--- config.mk ---
export PLATFORM = sky130hd
export DESIGN_NAME = mc_datapath
export DESIGN_NICKNAME = d
export VERILOG_FILES = /design/src/rtl/mc_datapath.sv
export SDC_FILE = /design/constraint.sdc
export NUM_CORES = 2
export LEC_CHECK = 0
export CAP_MARGIN = 40
export CORE_UTILIZATION = 45
export CTS_CLUSTER_SIZE = 30
export DETAILED_ROUTE_END_ITERATION = 10
export GPL_ROUTABILITY_DRIVEN = 1
export GPL_TIMING_DRIVEN = 0
export PLACE_DENSITY = 0.7
export SLEW_MARGIN = 20
export SYNTH_ARGS = -nofsm -noshare
export SYNTH_HDL_FRONTEND = slang
export SYNTH_SLANG_ARGS = --single-unit
--- constraint.sdc ---
create_clock -name Clk -period 7.45 [get_ports Clk]
set_input_delay 0.745 -clock Clk [delete_from_list [all_inputs] [get_ports Clk]]
set_output_delay 0.745 -clock Clk [all_outputs]
set_load 0.02 [all_outputs]
--- src/rtl/mc_datapath.sv ---
// Multicycle MIPS-style datapath: FETCH/DECODE/EXEC/MEM/WB sequencer with
// req/ack instruction and data memory ports; control comes from an external decoder.
module mc_datapath #(
   parameter int          DATA_W   = 32,
   parameter logic [31:0] PC_RESET = 32'h0000_3000,
   parameter int          NREG     = 32
) (
   input  logic              Clk,
   input  logic              Reset,
   input  logic [1:0]        RegDst,
   input  logic              ALUSrc,
   input  logic [1:0]        DataSrc,
   input  logic              RegWrite,
   input  logic              MemWrite,
   input  logic [1:0]        NPC_Sel,
   input  logic [1:0]        ExtOp,
   input  logic [2:0]        ALUOp,
   output logic [31:0]       Instr,
   output logic [2:0]        Phase,
   output logic              imem_req,
   output logic [31:0]       imem_addr,
   input  logic              imem_ack,
   input  logic [31:0]       imem_rdata,
   output logic              dmem_req,
   output logic              dmem_we,
   output logic [31:0]       dmem_addr,
   output logic [DATA_W-1:0] dmem_wdata,
   input  logic              dmem_ack,
   input  logic [DATA_W-1:0] dmem_rdata,
   output logic              retire,
   output logic [31:0]       retire_pc
);
   localparam int RW = (NREG > 1) ? $clog2(NREG) : 1;

   typedef enum logic [2:0] {
      FETCH  = 3'd0,
      DECODE = 3'd1,
      EXEC   = 3'd2,
      MEM    = 3'd3,
      WB     = 3'd4
   } state_t;

   state_t            state;
   logic [31:0]       pc, pc4, ir;
   logic [DATA_W-1:0] a, b, alu_out, mdr;
   logic              z;
   logic [DATA_W-1:0] rf [NREG];

   logic [RW-1:0]     rs_idx, rt_idx, rd_idx, wb_idx;
   logic [DATA_W-1:0] rd_a, rd_b, ext, alu_b, alu_res, wb_data;
   logic [31:0]       br_off, npc;
   logic              wb_en, mem_op;

   assign rs_idx = ir[21 +: RW];
   assign rt_idx = ir[16 +: RW];
   assign rd_idx = ir[11 +: RW];
   assign rd_a   = (rs_idx == '0) ? '0 : rf[rs_idx];
   assign rd_b   = (rt_idx == '0) ? '0 : rf[rt_idx];
   assign alu_b  = ALUSrc ? ext : b;
   assign br_off = {{14{ir[15]}}, ir[15:0], 2'b00};
   assign mem_op = MemWrite || (DataSrc == 2'b01);

   always_comb begin
      ext = '0;
      case (ExtOp)
         2'b00:   ext = DATA_W'(ir[15:0]);
         2'b01:   ext = {{(DATA_W-16){ir[15]}}, ir[15:0]};
         2'b10:   ext = DATA_W'({ir[15:0], 16'h0000});
         default: ext = '0;
      endcase
   end

   always_comb begin
      alu_res = '0;
      case (ALUOp)
         3'b000: alu_res = a + alu_b;
         3'b001: alu_res = a - alu_b;
         3'b010: alu_res = a | alu_b;
         3'b011: alu_res = a & alu_b;
         3'b100: alu_res = a ^ alu_b;
         3'b101: alu_res = DATA_W'($signed(a) < $signed(alu_b));
         3'b110: alu_res = DATA_W'(a < alu_b);
         3'b111: alu_res = alu_b;
         default: alu_res = '0;
      endcase
   end

   // Undefined RegDst selects index 0, which the write enable then discards.
   always_comb begin
      wb_idx  = '0;
      wb_data = '0;
      npc     = pc4;
      case (RegDst)
         2'b00:   wb_idx = rd_idx;
         2'b01:   wb_idx = rt_idx;
         2'b10:   wb_idx = RW'(31);
         default: wb_idx = '0;
      endcase
      case (DataSrc)
         2'b00:   wb_data = alu_out;
         2'b01:   wb_data = mdr;
         2'b10:   wb_data = DATA_W'(pc4);
         default: wb_data = '0;
      endcase
      case (NPC_Sel)
         2'b00: npc = pc4;
         2'b01: npc = z ? (pc4 + br_off) : pc4;
         2'b10: npc = {pc4[31:28], ir[25:0], 2'b00};
         2'b11: npc = a[31:0];
         default: npc = pc4;
      endcase
   end

   assign wb_en = RegWrite && (wb_idx != '0);

   always_ff @(posedge Clk) begin
      if (!Reset) begin
         state    <= FETCH;
         pc       <= PC_RESET;
         pc4      <= '0;
         ir       <= '0;
         a        <= '0;
         b        <= '0;
         alu_out  <= '0;
         mdr      <= '0;
         z        <= 1'b0;
         imem_req <= 1'b0;
         dmem_req <= 1'b0;
         dmem_we  <= 1'b0;
         retire   <= 1'b0;
         for (int i = 0; i < NREG; i++) rf[i] <= '0;
      end else begin
         case (state)
            FETCH: begin
               // After reset req is still low, so the first FETCH cycle only raises it.
               if (!imem_req) begin
                  imem_req <= 1'b1;
               end else if (imem_ack) begin
                  ir       <= imem_rdata;
                  pc4      <= pc + 32'd4;
                  imem_req <= 1'b0;
                  state    <= DECODE;
               end
            end
            DECODE: begin
               a     <= rd_a;
               b     <= rd_b;
               state <= EXEC;
            end
            EXEC: begin
               alu_out <= alu_res;
               z       <= (a == b);
               if (mem_op) begin
                  dmem_req <= 1'b1;
                  dmem_we  <= MemWrite;
                  state    <= MEM;
               end else begin
                  retire <= 1'b1;
                  state  <= WB;
               end
            end
            MEM: begin
               if (dmem_req && dmem_ack) begin
                  if (DataSrc == 2'b01) mdr <= dmem_rdata;
                  dmem_req <= 1'b0;
                  dmem_we  <= 1'b0;
                  retire   <= 1'b1;
                  state    <= WB;
               end
            end
            WB: begin
               if (wb_en) rf[wb_idx] <= wb_data;
               pc       <= npc;
               retire   <= 1'b0;
               imem_req <= 1'b1;
               state    <= FETCH;
            end
            default: state <= FETCH;
         endcase
      end
   end

   assign Instr      = ir;
   assign Phase      = state;
   assign imem_addr  = pc;
   assign dmem_addr  = {alu_out[31:2], 2'b00};
   assign dmem_wdata = b;
   assign retire_pc  = pc;

endmodule

==> impl_metrics.json <==
{
  "status": "complete, no violations",
  "maxSlewViolCount": 0,
  "ir_worst_vdd_mv": 0.250,
  "area_delta_synth_final_pct": 16.6,
  "fillCellCount": 12800,
  "cts_resized": 0,
  "syn-cell-area_sq_um": 69300,
  "antenna_found_initial": 20,
  "slew_headroom_pct": 30.8,
  "fin_skew_ns": 0.0515,
  "cts_buffers": 140,
  "start_kind": "register",
  "synth-seq-cells": 1266,
  "cts-root-buf": "clkbuf_16",
  "finalPower_mw": 18.0,
  "grt_pass1_wl_um": 394000,
  "drc": 0,
  "drtAntennaViolNets": 0,
  "synth.top_cells.by_count": "1361 x nor2_1, 1024 x edfxtp_1, 640 x mux4_2",
  "worst_skew_pair.late_latency_ns": 0.83,
  "placed_area_sq_um": 75700,
  "die_h_um": 394,
  "power_density_nw_per_um2": 223,
  "hold_path_class": "register to register",
  "clk_pin_slew_worst_paths_ns": 0.07,
  "hold_violations": 0,
  "die_width_um": 394,
  "power_frac_clock_pct": 40.5,
  "grt_max_degree": 33,
  "synth_cells": 5645,
  "num_vias": 55600,
  "fmax_ghz": 0.176,
  "dieArea_sq_um": 155000,
  "multiInputGateArea_sq_um": 31100,
  "numPortBuffers": 243,
  "cp_max_fo": 16,
  "seq_area_sq_um": 35600,
  "ioPinCount": 249,
  "ys_seq_area_share_pct": 51.4,
  "worst_pin_slew_ns": 1.01,
  "row_count": 143,
  "synth-warning-count": 0,
  "final_nets": 6400,
  "fin_crit_ns": 5.69,
  "p_comb_share_pct": 14.4,
  "avgSynthCellArea_sq_um": 12.3,
  "switching_power_mw": 5.01,
  "synthDistinctLibCells": 93,
  "clk_path_buf_depth": 3,
  "synth-edff-count": 1024,
  "yosysTopAreaCell": "edfxtp_1",
  "yosysMostFrequentCell": "nor2_1",
  "required_ns": 8.14,
  "final.setup.tns_ns": 0,
  "setup_violations": 0,
  "async_flop_share_pct": 0,
  "routed_wl_um": 285000,
  "worstPathArrival_ns": 6.38,
  "hold_ws_ns": 0.455,
  "p_int_mw": 13.0,
  "grt_overflow": 0,
  "cts_hold_buffers": 0,
  "wl_per_cell_um": 34.2,
  "ys.flop_type": "edfxtp_1",
  "dp.cells": 8044,
  "layout.cells.non_filler": 8338,
  "cts_sinks": 1266,
  "design.core.area_sq_um": 152000,
  "rsz0062_at_grt": "no",
  "fin_area_sq_um": 80800,
  "synth_top_area_share_pct": 44.4,
  "initial_core_util_pct": 45.4,
  "switching_share_pct": 27.8,
  "setup_ws_ns": 1.76,
  "crit_chain": "buf_8 -> clkbuf_1 -> buf_8 -> and3b_1 -> clkbuf_1 -> clkbuf_1 -> a21oi_1 -> a21oi_1 -> inv_1 -> ha_1 -> clkbuf_1 -> nor4_1 -> a21boi_0 -> nor3b_1 -> o31a_2 -> o41ai_1 -> a21oi_1 -> mux2i_1 -> a311o_1",
  "vias_per_cell": 6.67,
  "drv_cap": 0,
  "postCtsSetupBuffers": 0,
  "power_leakage_nw": 26.5,
  "drt-pass1-iter-count": 10,
  "hpwl_um": 212000,
  "min_period_over_period_pct": 76.4,
  "pwr-share-seq_pct": 45.1,
  "crit_type": "register to register",
  "cp_common_cell": "clkbuf_1",
  "grtUsageTotal_pct": 36.1,
  "gp_congestion": 1.03,
  "fin_util_pct": 53.0,
  "cts_tree": "built",
  "drive_gt1_share_pct": 18.3,
  "grt_pass1_vias": 53000,
  "cpPeakStageDelay_ns": 0.54,
  "cts_max_level": 4,
  "crit_slowest_cell": "a21oi_1",
  "reg2reg_slack_ns": 1.76,
  "synth_area_leaders": "edfxtp_1 44%, mux4_2 21%, nor2_1 7.4%, dfxtp_1 7.0%, a21oi_1 2.6%",
  "crit_path_end_kind": "register",
  "dp_slack_ns": 1.34,
  "drt_iter0_markers": 9123
}
## power groups by stage
stage	Combinational, mW	Clock [mW]	Sequential, mW
after floorplan	1.47	0	8.15
after global placement	2.36	0	8.25
after detailed placement	2.46	0	8.26
after CTS	2.47	7.25	8.11
after global routing	2.65	7.51	8.14
final	2.59	7.30	8.13
## sequential cells by signal (all words and copies together), names as in the netlist, named ones only
register and cells:
rf 1024, Instr 32, a 32, alu_out 32, dmem_wdata 32, imem_addr 32, mdr 32, pc4 32
Phase 3, dmem_req 1, dmem_we 1, imem_req 1, retire 1, z 1
## placed cells by master, fill, tap and decap left out, types with 39 or more instances in the layout
cell	n
mux2i_1	115
nor2_1	1361
xor2_1	51
clkbuf_1	425
nand3_1	39
clkbuf_16	140
dfxtp_1	242
mux4_2	640
buf_6	88
a211oi_1	61
a21oi_1	366
edfxtp_1	1024
ha_1	126
buf_1	56
buf_4	83
nand2_1	296
xnor2_1	51
inv_1	104
clkdlybuf4s50_1	243
o21ai_0	112
## kinds of logic (layout without fill, tap and decap cells)
family	after synthesis	after routing	synth area share (%)
and+or+nand+nor	1909	1909	11.1
DFF	1266	1266	51.4
AOI/OAI and AO/OA	796	796	7.08
muxes	760	760	22.6
buffers and inverters	682	1305	4.18
adders and majority gates	129	129	2.36
xor gates and xnor gates	102	102	1.29
other	1	41	0.00541
## worst max-delay path, delay by kind of cell, from the launching register on
family	cells	cell delay [ns]
compound gates	7	2.27
fa+ha+maj	1	0.36
buf+inv	7	1.69
flops	1	0.35
mux	1	0.14
simple gates	3	0.76
## cell type report
cell class,instances,share of cell area [%]
antenna,7,0.0217
buffer,576,3.12
clock buffer,164,4.52
clock inverter,90,1.37
inverter,106,0.493
multi-input combinational,3730,38.5
sequential,1266,44.1
tap,2030,3.14
timing repair buffer,369,4.79
## worst paths after layout
| check | start | to | cells past startpoint |
|---|---|---|---|
| max | Instr[15]$_SDFFE_PN0P_ | alu_out[24]$_SDFFE_PN0N_ | 19 |
| min | alu_out[1]$_SDFFE_PN0N_ | alu_out[1]$_SDFFE_PN0N_ | 2 |
| max reg2reg | Instr[15]$_SDFFE_PN0P_ | alu_out[24]$_SDFFE_PN0N_ | 19 |
| min reg2reg | alu_out[1]$_SDFFE_PN0N_ | alu_out[1]$_SDFFE_PN0N_ | 2 |
## metal layers
metal / vias to the layer above / track usage, % / part of all wire [%]
li1: 22100 / - / -
met4: 30 / 22.3 / 7.5
met1: 27400 / 42.9 / 33
met3: 1138 / 12.8 / 15
met2: 4956 / 55.9 / 45
met5: - / 0.647 / 0.13
No activity file was read; power rests on OpenSTA's default activity.
